$ cat config.mk
export PLATFORM = sky130hd
export DESIGN_NAME = uibi_arbiter_flat
export DESIGN_NICKNAME = d
export VERILOG_FILES = /design/src/rtl/uibi_arbiter_if.sv /design/src/rtl/uibi_arbiter.sv /design/src/flat_wrapper.sv
export SDC_FILE = /design/constraint.sdc
export NUM_CORES = 1
export LEC_CHECK = 0
export CORE_ASPECT_RATIO = 1.2
export CORE_MARGIN = 2
export CORE_UTILIZATION = 34
export CTS_CLUSTER_SIZE = 28
export DETAILED_ROUTE_END_ITERATION = 12
export HOLD_SLACK_MARGIN = 0.15
export PLACE_DENSITY = 0.75
export SLEW_MARGIN = 20
export SYNTH_ARGS = -nofsm -noshare
export SYNTH_HDL_FRONTEND = slang
export SYNTH_SLANG_ARGS = --single-unit
$ cat constraint.sdc
create_clock -name clk -period 1.97 [get_ports clk]
set_clock_uncertainty 0.15 [all_clocks]
set_input_delay 0.197 -clock clk [delete_from_list [all_inputs] [get_ports clk]]
set_output_delay 0.197 -clock clk [all_outputs]
set_load 0.05 [all_outputs]
$ cat src/rtl/uibi_arbiter_if.sv
// uibi_arbiter_if: master-side request/response and UIBI bus signals of the arbiter
// slave modport is the arbiter's view; master modport is the requesters + bus model view
interface uibi_arbiter_if #(
    parameter int NUM_MASTERS = 2,
    parameter int XLEN        = 32,
    parameter int NUM_W       = 4,
    parameter int GNT_W       = $clog2(NUM_MASTERS)
);
    logic [NUM_MASTERS-1:0]       m_req;
    logic [NUM_MASTERS-1:0]       m_wen;
    logic [3*NUM_MASTERS-1:0]     m_mode;
    logic [XLEN*NUM_MASTERS-1:0]  m_addr;
    logic [NUM_W*NUM_MASTERS-1:0] m_num;
    logic [XLEN*NUM_MASTERS-1:0]  m_dat_w;
    logic [XLEN-1:0]              m_dat_r;
    logic [NUM_MASTERS-1:0]       m_ready;
    logic                         m_err;
    logic                         bus_req;
    logic                         bus_wen;
    logic [2:0]                   bus_mode;
    logic [XLEN-1:0]              bus_addr;
    logic [NUM_W-1:0]             bus_num;
    logic [XLEN-1:0]              bus_dat_o;
    logic [XLEN-1:0]              bus_dat_i;
    logic                         bus_ready;
    logic [GNT_W-1:0]             gnt_idx;
    modport slave (
        input  m_req, m_wen, m_mode, m_addr, m_num, m_dat_w, bus_dat_i, bus_ready,
        output m_dat_r, m_ready, m_err, bus_req, bus_wen, bus_mode, bus_addr, bus_num,
               bus_dat_o, gnt_idx
    );
    modport master (
        output m_req, m_wen, m_mode, m_addr, m_num, m_dat_w, bus_dat_i, bus_ready,
        input  m_dat_r, m_ready, m_err, bus_req, bus_wen, bus_mode, bus_addr, bus_num,
               bus_dat_o, gnt_idx
    );
endinterface

$ cat src/rtl/uibi_arbiter.sv
// uibi_arbiter: round-robin N-master to single UIBI bus arbiter with per-transaction timeout
// Ports: clk; rst (synchronous, active-low); u (slave side: m_* requests/responses, bus_* UIBI port, gnt_idx)
module uibi_arbiter #(
    parameter int NUM_MASTERS = 2,
    parameter int XLEN        = 32,
    parameter int NUM_W       = 4,
    parameter int TIMEOUT     = 256,
    parameter int GNT_W       = $clog2(NUM_MASTERS)
) (
    input logic          clk,
    input logic          rst,
    uibi_arbiter_if.slave u
);
    typedef enum logic [1:0] {IDLE, BUSY, RESP} state_t;
    localparam int CW = TIMEOUT > 0 ? $clog2(TIMEOUT + 1) : 1;
    state_t state, state_n;
    logic [GNT_W-1:0] last, pick, j;
    logic [CW-1:0] cnt;
    logic tmo;
    always_ff @(posedge clk)
        state <= !rst ? IDLE : state_n;
    // descending scan so the requester nearest after last wins
    always_comb begin
        pick = '0;
        j = '0;
        for (int k = NUM_MASTERS; k >= 1; k--) begin
            j = GNT_W'((int'(last) + k) % NUM_MASTERS);
            if (u.m_req[j]) pick = j;
        end
        tmo = (TIMEOUT != 0) && (cnt == CW'(TIMEOUT - 1));
        state_n = state == IDLE ? (|u.m_req ? BUSY : IDLE) :
                  state == BUSY ? (u.bus_ready || tmo ? RESP : BUSY) : IDLE;
    end
    always_ff @(posedge clk) begin
        if (!rst) begin
            u.bus_req   <= 1'b0;
            u.bus_wen   <= 1'b0;
            u.bus_mode  <= '0;
            u.bus_addr  <= '0;
            u.bus_num   <= '0;
            u.bus_dat_o <= '0;
            u.m_ready   <= '0;
            u.m_err     <= 1'b0;
            u.m_dat_r   <= '0;
            u.gnt_idx   <= '0;
            last        <= GNT_W'(NUM_MASTERS - 1);
            cnt         <= '0;
        end else begin
            u.m_ready <= '0;
            u.m_err   <= 1'b0;
            if (state == IDLE && |u.m_req) begin
                u.gnt_idx   <= pick;
                last        <= pick;
                u.bus_wen   <= u.m_wen[pick];
                u.bus_mode  <= u.m_mode[pick*3 +: 3];
                u.bus_addr  <= u.m_addr[pick*XLEN +: XLEN];
                u.bus_num   <= u.m_num[pick*NUM_W +: NUM_W];
                u.bus_dat_o <= u.m_dat_w[pick*XLEN +: XLEN];
                u.bus_req   <= 1'b1;
                cnt         <= '0;
            end
            // bus_ready takes precedence over a coincident timeout
            if (state == BUSY) begin
                if (u.bus_ready || tmo) begin
                    u.bus_req <= 1'b0;
                    u.m_ready <= NUM_MASTERS'(1) << u.gnt_idx;
                    u.m_err   <= !u.bus_ready;
                    u.m_dat_r <= u.bus_ready ? u.bus_dat_i : '0;
                end else if (TIMEOUT != 0) begin
                    cnt <= cnt + CW'(1);
                end
            end
        end
    end
endmodule

$ cat src/flat_wrapper.sv
// flat-port wrapper written by rule: the top's interface ports become plain ports
module uibi_arbiter_flat 
#(
    parameter int NUM_MASTERS = 2,
    parameter int XLEN        = 32,
    parameter int NUM_W       = 4,
    parameter int TIMEOUT     = 256,
    parameter int GNT_W       = $clog2(NUM_MASTERS)
)
  (clk, rst, u_m_req, u_m_wen, u_m_mode, u_m_addr, u_m_num, u_m_dat_w, u_bus_dat_i, u_bus_ready, u_m_dat_r, u_m_ready, u_m_err, u_bus_req, u_bus_wen, u_bus_mode, u_bus_addr, u_bus_num, u_bus_dat_o, u_gnt_idx);
  uibi_arbiter_if #(.NUM_MASTERS(NUM_MASTERS), .XLEN(XLEN), .NUM_W(NUM_W), .GNT_W(GNT_W)) u_i ();
  input logic clk;
  input logic rst;
  input wire logic [$bits(u_i.m_req)-1:0] u_m_req;
  input wire logic [$bits(u_i.m_wen)-1:0] u_m_wen;
  input wire logic [$bits(u_i.m_mode)-1:0] u_m_mode;
  input wire logic [$bits(u_i.m_addr)-1:0] u_m_addr;
  input wire logic [$bits(u_i.m_num)-1:0] u_m_num;
  input wire logic [$bits(u_i.m_dat_w)-1:0] u_m_dat_w;
  input wire logic [$bits(u_i.bus_dat_i)-1:0] u_bus_dat_i;
  input wire logic [$bits(u_i.bus_ready)-1:0] u_bus_ready;
  output wire logic [$bits(u_i.m_dat_r)-1:0] u_m_dat_r;
  output wire logic [$bits(u_i.m_ready)-1:0] u_m_ready;
  output wire logic [$bits(u_i.m_err)-1:0] u_m_err;
  output wire logic [$bits(u_i.bus_req)-1:0] u_bus_req;
  output wire logic [$bits(u_i.bus_wen)-1:0] u_bus_wen;
  output wire logic [$bits(u_i.bus_mode)-1:0] u_bus_mode;
  output wire logic [$bits(u_i.bus_addr)-1:0] u_bus_addr;
  output wire logic [$bits(u_i.bus_num)-1:0] u_bus_num;
  output wire logic [$bits(u_i.bus_dat_o)-1:0] u_bus_dat_o;
  output wire logic [$bits(u_i.gnt_idx)-1:0] u_gnt_idx;
  assign u_i.m_req = u_m_req;
  assign u_i.m_wen = u_m_wen;
  assign u_i.m_mode = u_m_mode;
  assign u_i.m_addr = u_m_addr;
  assign u_i.m_num = u_m_num;
  assign u_i.m_dat_w = u_m_dat_w;
  assign u_i.bus_dat_i = u_bus_dat_i;
  assign u_i.bus_ready = u_bus_ready;
  assign u_m_dat_r = u_i.m_dat_r;
  assign u_m_ready = u_i.m_ready;
  assign u_m_err = u_i.m_err;
  assign u_bus_req = u_i.bus_req;
  assign u_bus_wen = u_i.bus_wen;
  assign u_bus_mode = u_i.bus_mode;
  assign u_bus_addr = u_i.bus_addr;
  assign u_bus_num = u_i.bus_num;
  assign u_bus_dat_o = u_i.bus_dat_o;
  assign u_gnt_idx = u_i.gnt_idx;
  uibi_arbiter #(.NUM_MASTERS(NUM_MASTERS), .XLEN(XLEN), .NUM_W(NUM_W), .TIMEOUT(TIMEOUT), .GNT_W(GNT_W)) u_core (.clk(clk), .rst(rst), .u(u_i));
endmodule
**Yosys cells after proc, flatten, opt, wreduce, memory -nomap -nowiden**

Cells that the tools add are included.

- Reduce and logical (&&, ||, !) cells: 7
- Equal/unequal tests: 2
- $add $sub $neg: 3
- $lt $le $gt $ge: 3
- Multiplexer cells: 19
- Shifts and indexed selects: 5
- $mul: 1

Operator list:

| operator | count |
|---|---|
| 64-bit by 7-bit variable part select with 32-bit output | 2 |
| 32-bit 2-to-1 mux | 1 |
| 9-bit 2-to-1 mux | 3 |
| 1-bit 2-to-1 mux | 12 |
| 9-bit by 1-bit adder with 9-bit output, second input constant | 1 |
| 9-bit by 8-bit equality test with 1-bit output, second input constant | 1 |
| 8-bit by 4-bit variable part select with 4-bit output | 1 |
| 1-bit by 2-bit < comparator with 1-bit output, second input constant | 3 |
| 2-bit 2-to-1 mux | 3 |
| 6-bit by 4-bit variable part select with 3-bit output | 1 |
| 1-bit by 2-bit multiplier with 3-bit output, second input constant | 1 |
| 3-bit AND reduction | 1 |
| 1-bit adder, second input constant | 2 |
| 2-bit by 1-bit equality test with 1-bit output, second input constant | 1 |
| 2-bit logical NOT | 1 |
| 2-bit AND reduction | 1 |
| 2-bit OR reduction | 1 |
| 1-bit by 1-bit left shift with 2-bit output, first input constant | 1 |
| 1-bit logical AND | 1 |
| 1-bit logical NOT | 1 |
| 1-bit logical OR | 1 |

- Input bits: 181
- Output and inout bits: 109
- Flip-flop bits (word level): 121
- Logic and storage cells: 53

**Logic depth before layout (Yosys ltp)**

Gate-level depths: netlist of the first run.

- Depth after elaboration: 7
- Mapped depth: 9
- Mapped depth without buffers: 8

**Worst setup path after synthesis of the first run**

OpenSTA, ideal clock, no wires.

- Path type: reg2reg
- From: reg u_core.cnt[0]
- To: reg u_core.cnt[1]
- Required time: 1,702 ps
- Path buffers: 0
- Library setup time: 118 ps
- Period minus slack after synthesis: 2,050 ps
- Path slack: -80 ps
- Arrival: 1,782 ps
- Cell stages (with the launch flop): 9
- Cells stage by stage: dfxtp_1 > ha_1 > nand3_1 > nor2_1 > ha_1 > or4b_1 > o31a_1 > a22oi_1 > nor2b_1

- Cells in the longest elaborated chain, start to end: 4
- Elaborated cells between the ends (all ways): 5
- Classes of those cells: add/sub (1); eq/ne (1); mux (2); reduce/logical (1)

RTL lines:

| item | line | text |
|---|---|---|
| start: declaration | uibi_arbiter.sv:18 | `logic [CW-1:0] cnt;` |
| start signal: assignment | uibi_arbiter.sv:70 | `cnt <= cnt + CW'(1);` |
| branches (longest 2 deep; another with 9-bit by 1-bit adder with 9-bit output) | -- |  |
| 9-bit 2-to-1 mux (*) | uibi_arbiter.sv:64 | `if (u.bus_ready \|\| tmo) begin` |
| 9-bit 2-to-1 mux (*) | uibi_arbiter.sv:63 | `if (state == BUSY) begin` |

Mark *: on every way between the ends.
A chain may end at the register's enable or synchronous reset.

**Worst setup path in the final report of the first run**

- From: reg u_core.cnt[1]
- To: reg u_core.cnt[7]

The elaborated chain is that of the path after synthesis.

==> qor.yml, run 1 <==
ys_seq_area_frac: 0.511
drv_slew: 0
grt_pass1_wl_um: 25000
synthesis.area_sq_um: 4740
clk_latency_ns: 0.41
vias_per_cell: 5.05
cp_common_cell: "ha_4"
power_frac_clock: 0.376
clk_pin_slew_worst_paths_ns: 0.05
wire_per_inst_um: 16.7
yosys_warnings: 0
diodes: 0
clock.fmax_mhz: 493
p_sw_frac: 0.306
place_hpwl_um: 12000
vias: 4884
hold_depth: 2
cp.arrival_ns: 2.17
gr-total-overflow: 0
end_kind: "flip-flop"
irDropWorstVdd_mv: 0.646
synth_fp_nets: 657
maxCapViolations: 0
busiest_layer: "met2"
maxSlewHeadroom: 0.634
critPathSlowestCell: "or4b_4"
synth_edf_count: 0
synth_cell_types: 31
gp_congestion: 0.864
start_util: 0.346
grt_max_degree: 73
pwr-share-comb: 0.281
worstSetupStartpointType: "flip-flop"
status: "finished with violations"
hold_viol_final: 0
grtUsageMet2: 0.381
rsz0062_at_grt: "yes"
worst-slew-pin-transition_ns: 0.548
grt_antenna_before_repair: 0
crit_fanout: 5
grt_usage: 0.212
antenna_left: 0
layout_setup_ws_ns: -0.0596
internal_power_uw: 5640
leakagePower_uw: 0.00364
required_ns: 2.11
worstSetupPathType: "flip-flop to flip-flop"
portBuffers: 289
powerDensity_nw_per_um2: 923
pre_cts_slack_ns: -0.0585
globalRouteMet1Util: 0.217
min_period_ns: 2.03
failed_checks: "setup timing"
power_frac_seq: 0.344
cts_tree: "built"
ys.flop_type: "dfxtp_1"
avgSynthCellArea_sq_um: 10.0
placed_cells: 931
layout.nets: 967
drtIter0Drc: 203
die_y_um: 133
cts_sinks: 121
hold_path_class: "input port to flip-flop"
drt-total-wl_um: 16200
drc: 0
timing.final.crit_share: 1.03
htreeDepth: 4
dieArea_sq_um: 14900
layout-drive-gt1-share: 0.117
p_switching_uw: 2490
synth-async-reset-ratio: 0
clock_path_buffers: 2
core_area_sq_um: 13700
grt_util_met3: 0.0864
crit_chain: "ha_4 > nand3_4 > nor2_4 > ha_4 > or4b_4 > o31a_1 > o21ai_1 > a21oi_1"
final_cells: 968
setup_viol: 13
syn_to_final_growth_pct: 85.9
max_stage_delay_ns: 0.52
rows: 47
die_w_um: 112
synth-seq-cells: 121
synth_cells: 474
firstDrtPassIters: 4
num_io_pins: 290
grt_pass1_vias: 5134
cts_buffers: 17
clockRootBuffer: "clkbuf_16"
rr_worst_depth: 8
[repair_timing]
action,4_1_cts,5_1_grt
pin swaps,5,9
setup buffers,2,1
endpoints found under the setup margin,38,57
gates resized for setup,7,24
cloned,0,1
hold endpoints to repair,11,0
hold buffers,1,0
[sequential cells by signal, indices dropped and copies added (netlist names)]
| name | count |
|---|---|
| u_core.u.bus_wen | 1 |
| u_core.last | 1 |
| u_core.u.bus_mode | 3 |
| u_core.u.bus_req | 1 |
| u_core.state | 2 |
| u_core.u.m_err | 1 |
| u_core.u.bus_dat_o | 32 |
| u_core.u.bus_addr | 32 |
| u_core.u.gnt_idx | 1 |
| u_core.cnt | 9 |
| u_core.u.m_dat_r | 32 |
| u_core.u.bus_num | 4 |
| u_core.u.m_ready | 2 |
[cells in the final DEF (no fill, tap or decap), types with 6 or more instances in the layout]
master | netlist | layout
a22o_1 | 32 | 32
mux2i_1 | 74 | 74
clkdlybuf4s50_1 | 0 | 271
o21ai_0 | 26 | 26
nand2_1 | 6 | 6
buf_4 | 0 | 36
a21oi_1 | 75 | 74
dfxtp_1 | 121 | 116
buf_12 | 0 | 8
clkbuf_16 | 0 | 18
nor2_1 | 9 | 6
o21ai_1 | 47 | 47
dlymetal6s2s_1 | 0 | 13
[worst max-delay path, delay by kind of cell (launching register included)]
kind,cells,cell delay (ns)
AO/OA/AOI/OAI,3,0.43
adder cells (fa/ha/maj),2,0.34
flip-flops,1,0.35
AND/OR/NAND/NOR,3,0.66
[layer usage]
| layer | wire [um] | part of all wire | vias up |
|---|---|---|---|
| met5 | 0 | 0 | - |
| met4 | 387 | 0.024 | 0 |
| met3 | 1560 | 0.096 | 25 |
| met2 | 8180 | 0.51 | 243 |
| met1 | 6070 | 0.37 | 2245 |
| li1 | - | - | 2371 |
[area by class of cell]
type	count	area [sq um]
fillers	1079	4890
repair buffers	333	3360
flip-flops and latches	121	2430
multi-input cells	307	2200
clock buffers	25	495
well taps	171	214
clock inverters	7	90.1
inverters	4	15.0
[cells by family (layout without fill, tap and decap cells)]
logic type	count (synthesis)	count (layout)	share of synthesized area
fa+ha+maj	2	2	0.00528
compound gates	191	191	0.234
simple gates	40	40	0.0515
mux	74	74	0.156
buf+inv	46	369	0.0422
flops	121	121	0.511
[through the flow]
step	hold slack [ns]	power (uW)	TNS [ns]	utilization	instance area, sq um
2_1_floorplan	0.119	4070	0	-	4750
3_3_place_gp	0.302	5060	-0.000810	0.589	8070
3_5_place_dp	0.309	5100	-0.240	0.589	8070
4_1_cts	0.204	8200	-0.0823	0.635	8700
5_1_grt	0.227	8450	-3.33	0.643	8810
6_report	0.229	8130	-0.243	0.643	8810
[synthesized netlist by cell type (5+ instances only)]
cell type	n	area, sq um
buf_2	22	110
a22o_1	32	280
a21oi_1	75	375
o21ai_1	47	235
dfxtp_1	121	2420
o21ai_0	26	130
clkbuf_1	20	75.1
nand2_1	6	22.5
mux2i_1	74	741
nor2_1	9	33.8
nand3_1	5	25.0
[path summary, 6_finish.rpt]
check | start | to | slack, ns
setup / recovery | u_core.cnt[1] | u_core.cnt[7] | -0.06
hold / removal | u_bus_dat_i[8] | u_core.u.m_dat_r[8] | 0.23
setup reg to reg | u_core.cnt[1] | u_core.cnt[7] | -0.06
hold reg to reg | u_core.cnt[5] | u_core.cnt[5] | 0.31
[power by group through the flow]
stage / Sequential, uW / Combinational (uW) / Clock, uW
floorplan: 3560 / 510 / 0
global placement: 2830 / 2230 / 0
detailed placement: 2840 / 2260 / 0
CTS: 2800 / 2280 / 3130
global route: 2820 / 2400 / 3230
finish: 2790 / 2280 / 3060
(Power assumes the default switching activity.)
==> inputs of run 2 (changes only) <==
--- a/config.mk
+++ b/config.mk
@@ -5,13 +5,14 @@
 export SDC_FILE = /design/constraint.sdc
 export NUM_CORES = 1
 export LEC_CHECK = 0
+export ABC_AREA = 1
 export CORE_ASPECT_RATIO = 1.2
 export CORE_MARGIN = 2
-export CORE_UTILIZATION = 34
-export CTS_CLUSTER_SIZE = 28
+export CORE_UTILIZATION = 36
+export CTS_BUF_LIST = sky130_fd_sc_hd__clkbuf_2
 export DETAILED_ROUTE_END_ITERATION = 12
 export HOLD_SLACK_MARGIN = 0.15
-export PLACE_DENSITY = 0.75
+export PLACE_DENSITY = 0.76
 export SLEW_MARGIN = 20
 export SYNTH_ARGS = -nofsm -noshare
 export SYNTH_HDL_FRONTEND = slang
==> qor.yml, run 2 <==
status: "finished with violations"
failed_checks: "setup timing"
internal_power_uw: 4970  # -12%
p_switching_uw: 2740  # +9.9%
cts_buffers: 17  # unchanged
power_frac_seq: 0.363  # +0.019
cts_tree: "built"
vias: 7132  # +46%
synth_edf_count: 0  # unchanged
synthesis.area_sq_um: 5080  # +7.2%
cp.arrival_ns: 2.39  # +0.22 ns
max_stage_delay_ns: 0.39  # -0.13 ns
hold_viol_final: 0  # unchanged
gp_congestion: 0.812  # -5.9%
powerDensity_nw_per_um2: 712  # -23%
final_cell_mix: "clkdlybuf4s50_1, dlygate4sd3_1, nand2_1, dfxtp_1, clkdlybuf4s15_2"
clk_pin_slew_worst_paths_ns: 0.18  # +0.13 ns
reg2reg_from: "u_core.cnt[1]"
yosys-top-cells-area: "dfxtp_1, nand2_1, o21ai_0, a21oi_1, nor2_1"
top_regs: "u_core.u.bus_addr x32, u_core.u.bus_dat_o x32, u_core.u.m_dat_r x32"
avgSynthCellArea_sq_um: 7.00  # -30%
grt_pass1_wl_um: 35300  # +41%
reg2reg_to: "u_core.u.m_dat_r[9]"
ys_seq_area_frac: 0.477  # -0.0345
firstDrtPassIters: 6  # +2
synth_cells: 726  # +53%
cts_sinks: 121  # unchanged
required_ns: 2.39  # +0.28 ns
crit_chain: "ha_4 > nand3_2 > nor2_2 > nand2_1 > nor2_2 > ha_2 > inv_2 > nand2_4 > nand2_8 > buf_12 > nand3_1 > o21ai_1"
synth_cell_types: 21  # -32%
gr-total-overflow: 0  # unchanged
pwr-share-comb: 0.368  # +0.087
end_kind: "flip-flop"
design_area_sq_um: 10800  # +23%
fill_cells: 808  # -25%
cp_common_cell: "nor2_2"
worstSetupPathType: "flip-flop to flip-flop"
synth_fp_nets: 909  # +38%
drc: 0  # unchanged
wire_per_inst_um: 17.6  # +5.0%
setup_viol: 1  # -12
drtIter0Drc: 411  # +100%
die_w_um: 112  # +0.61%
htreeDepth: 4  # unchanged
maxSlewHeadroom: 0.666  # +0.0321
rows: 47  # unchanged
placed_area_sq_um: 8240  # +2.0%
start_util: 0.368  # +0.0219
rsz0062_at_grt: "yes"
critPathSlowestCell: "dfxtp_2"
worstSetupStartpointType: "flip-flop"
num_io_pins: 290  # unchanged
synth-seq-cells: 121  # unchanged
drv_slew: 0  # unchanged
leakagePower_uw: 0.00461  # +26%
yosys_warnings: 0  # unchanged
hold_path_class: "flip-flop to flip-flop"
worst-slew-pin-transition_ns: 0.499  # -0.0491 ns
clock.fmax_mhz: 507  # +2.9%
place_hpwl_um: 12100  # +0.39%
synth_top_area_frac: 0.477  # -0.0345
synth.most_common_cell: "nand2_1"
p_sw_frac: 0.355  # +0.0488
clock_path_buffers: 2  # unchanged
whs_endpoint: "u_core.u.m_dat_r[6]"
grt_pass1_vias: 7132  # +39%
crit_path_start: "u_core.cnt[1]"
grt_max_degree: 55  # -25%
irDropWorstVdd_mv: 0.529  # -18%
antenna_left: 0  # unchanged
min_period_ns: 1.97  # -0.0577 ns
grt_antenna_before_repair: 2  # +2
dieArea_sq_um: 15100  # +1.2%
hp-start: "u_core.u.m_dat_r[6]"
power_frac_clock: 0.269  # -0.107
syn_to_final_growth_pct: 113
final_common_cell: "clkdlybuf4s50_1"
timing.final.crit_share: 1.00  # -0.0293
rr_worst_depth: 12  # +4
synth.cells.most_frequent: "nand2_1, dfxtp_1, o21ai_0"
synth-async-reset-ratio: 0  # unchanged
hold_depth: 2  # unchanged
crit_buf_inv: 2  # +2
die_y_um: 134  # +0.62%
synth_top_cell_by_area: "dfxtp_1"
clockRootBuffer: "clkbuf_2"
maxCapViolations: 0  # unchanged
final_cells: 1392  # +44%
layout.nets: 1389  # +44%
layout_setup_ws_ns: -0.00198  # +0.0577 ns
portBuffers: 289  # unchanged
ys.flop_type: "dfxtp_1"
vias_per_cell: 5.12  # +1.5%
crit_family: "simple AND/OR/NAND/NOR gates"
reg2reg_slack_ns: -0.002  # +0.06 ns
clk_latency_ns: 0.66  # +0.25 ns
layout-drive-gt1-share: 0.176  # +0.0589
crit_fanout: 8  # +3
drt-total-wl_um: 24500  # +51%
core_area_sq_um: 13800  # +0.86%
grt_usage: 0.293  # +0.0811
placed_cells: 1162  # +25%
==> run 2: changes by cell type after synthesis, sizes merged, moves of 5 or more <==
cell / previous run / this run
inv: 4 / 46
buf: 22 / 38
nor2: 9 / 92
a21oi: 75 / 80
mux2i: 74 / 0
nand2: 6 / 183
clkbuf: 20 / 11
nand3: 5 / 42
a22o: 32 / 0
o21ai: 73 / 105
==> run 2: layer usage <==
layer	track usage	part of all wire	wire, um	up-vias
li1	-	-	-	3313
met1	0.311	0.36	8860	3315
met2	0.520	0.51	12500	400
met3	0.0845	0.071	1750	104
met4	0.164	0.057	1390	0
met5	0	0	0	-
==> run 2: power groups by stage <==
stage	Clock (uW)	Combinational [uW]	Sequential (uW)
CTS	2100	2600	2780
global route	2220	2980	2820
global placement	0	2320	2820
finish	2080	2840	2800
detailed placement	0	2330	2820
floorplan	0	601	3550
==> run 2: timing repair <==
item | 4_1_cts | 5_1_grt
resized for setup | 311 | 66
buffers inserted | 0 | 9
hold buffers | 178 | 1
cloned | 0 | 9
setup endpoints to repair | 107 | 67
endpoints found under the hold margin | 121 | 1
pin swaps | 0 | 7
==> run 2: worst register-to-register path, stage by stage (launching register included) <==
cell,delay [ns]
dfxtp_2,0.39
ha_4,0.14
nand3_2,0.07
nor2_2,0.12
nand2_1,0.07
nor2_2,0.12
ha_2,0.20
inv_2,0.05
nand2_4,0.10
nand2_8,0.10
buf_12,0.20
nand3_1,0.08
o21ai_1,0.10
==> run 2: per-stage QoR <==
stage	hold slack [ns]	util	setup slack (ns)	TNS, ns	total power [uW]
5_1_grt	0.284	0.784	-0.0970	-2.27	8010
6_report	0.331	0.784	-0.00198	-0.00198	7710
3_5_place_dp	0.314	0.596	0.0121	0	5160
3_3_place_gp	0.305	0.596	0.0494	0	5140
2_1_floorplan	0.126	-	0.148	0	4150
4_1_cts	0.206	0.757	0.00120	0	7480
==> run 2: area by class of cell <==
| cell class | count | area, sq um | share of cell area |
|---|---|---|---|
| timing repair buffer | 510 | 5330 | 0.492 |
| sequential | 121 | 2430 | 0.224 |
| multi-input combinational | 509 | 2360 | 0.218 |
| clock inverter | 14 | 228 | 0.0210 |
| tap | 171 | 214 | 0.0197 |
| inverter | 47 | 181 | 0.0167 |
| clock buffer | 18 | 90.1 | 0.00831 |
| antenna | 2 | 5.00 | 0.000462 |
==> run 2: kinds of logic after synthesis <==
family          synth area share
fa+ha+maj                0.00492
flops                      0.477
compound gates             0.183
buf+inv                   0.0849
simple gates               0.250
==> run 2: worst max path at each step <==
stage,end,slack [ns],cells past startpoint
CTS,u_m_dat_r[1],0.001,1
finish,u_core.u.m_dat_r[9],-0.002,12
global route,u_core.u.m_dat_r[9],-0.1,12
global placement,u_core.cnt[6],0.05,12
detailed placement,u_core.cnt[6],0.01,12
floorplan,u_core.u.m_dat_r[10],0.15,12
==> inputs of run 3 (changes only) <==
--- a/config.mk
+++ b/config.mk
@@ -13,7 +13,7 @@
 export DETAILED_ROUTE_END_ITERATION = 12
 export HOLD_SLACK_MARGIN = 0.15
 export PLACE_DENSITY = 0.76
-export SLEW_MARGIN = 20
+export SLEW_MARGIN = 5
 export SYNTH_ARGS = -nofsm -noshare
 export SYNTH_HDL_FRONTEND = slang
 export SYNTH_SLANG_ARGS = --single-unit
==> results of run 3 <==
No change in the layout: final DEF, timing and power equal those of run 2.
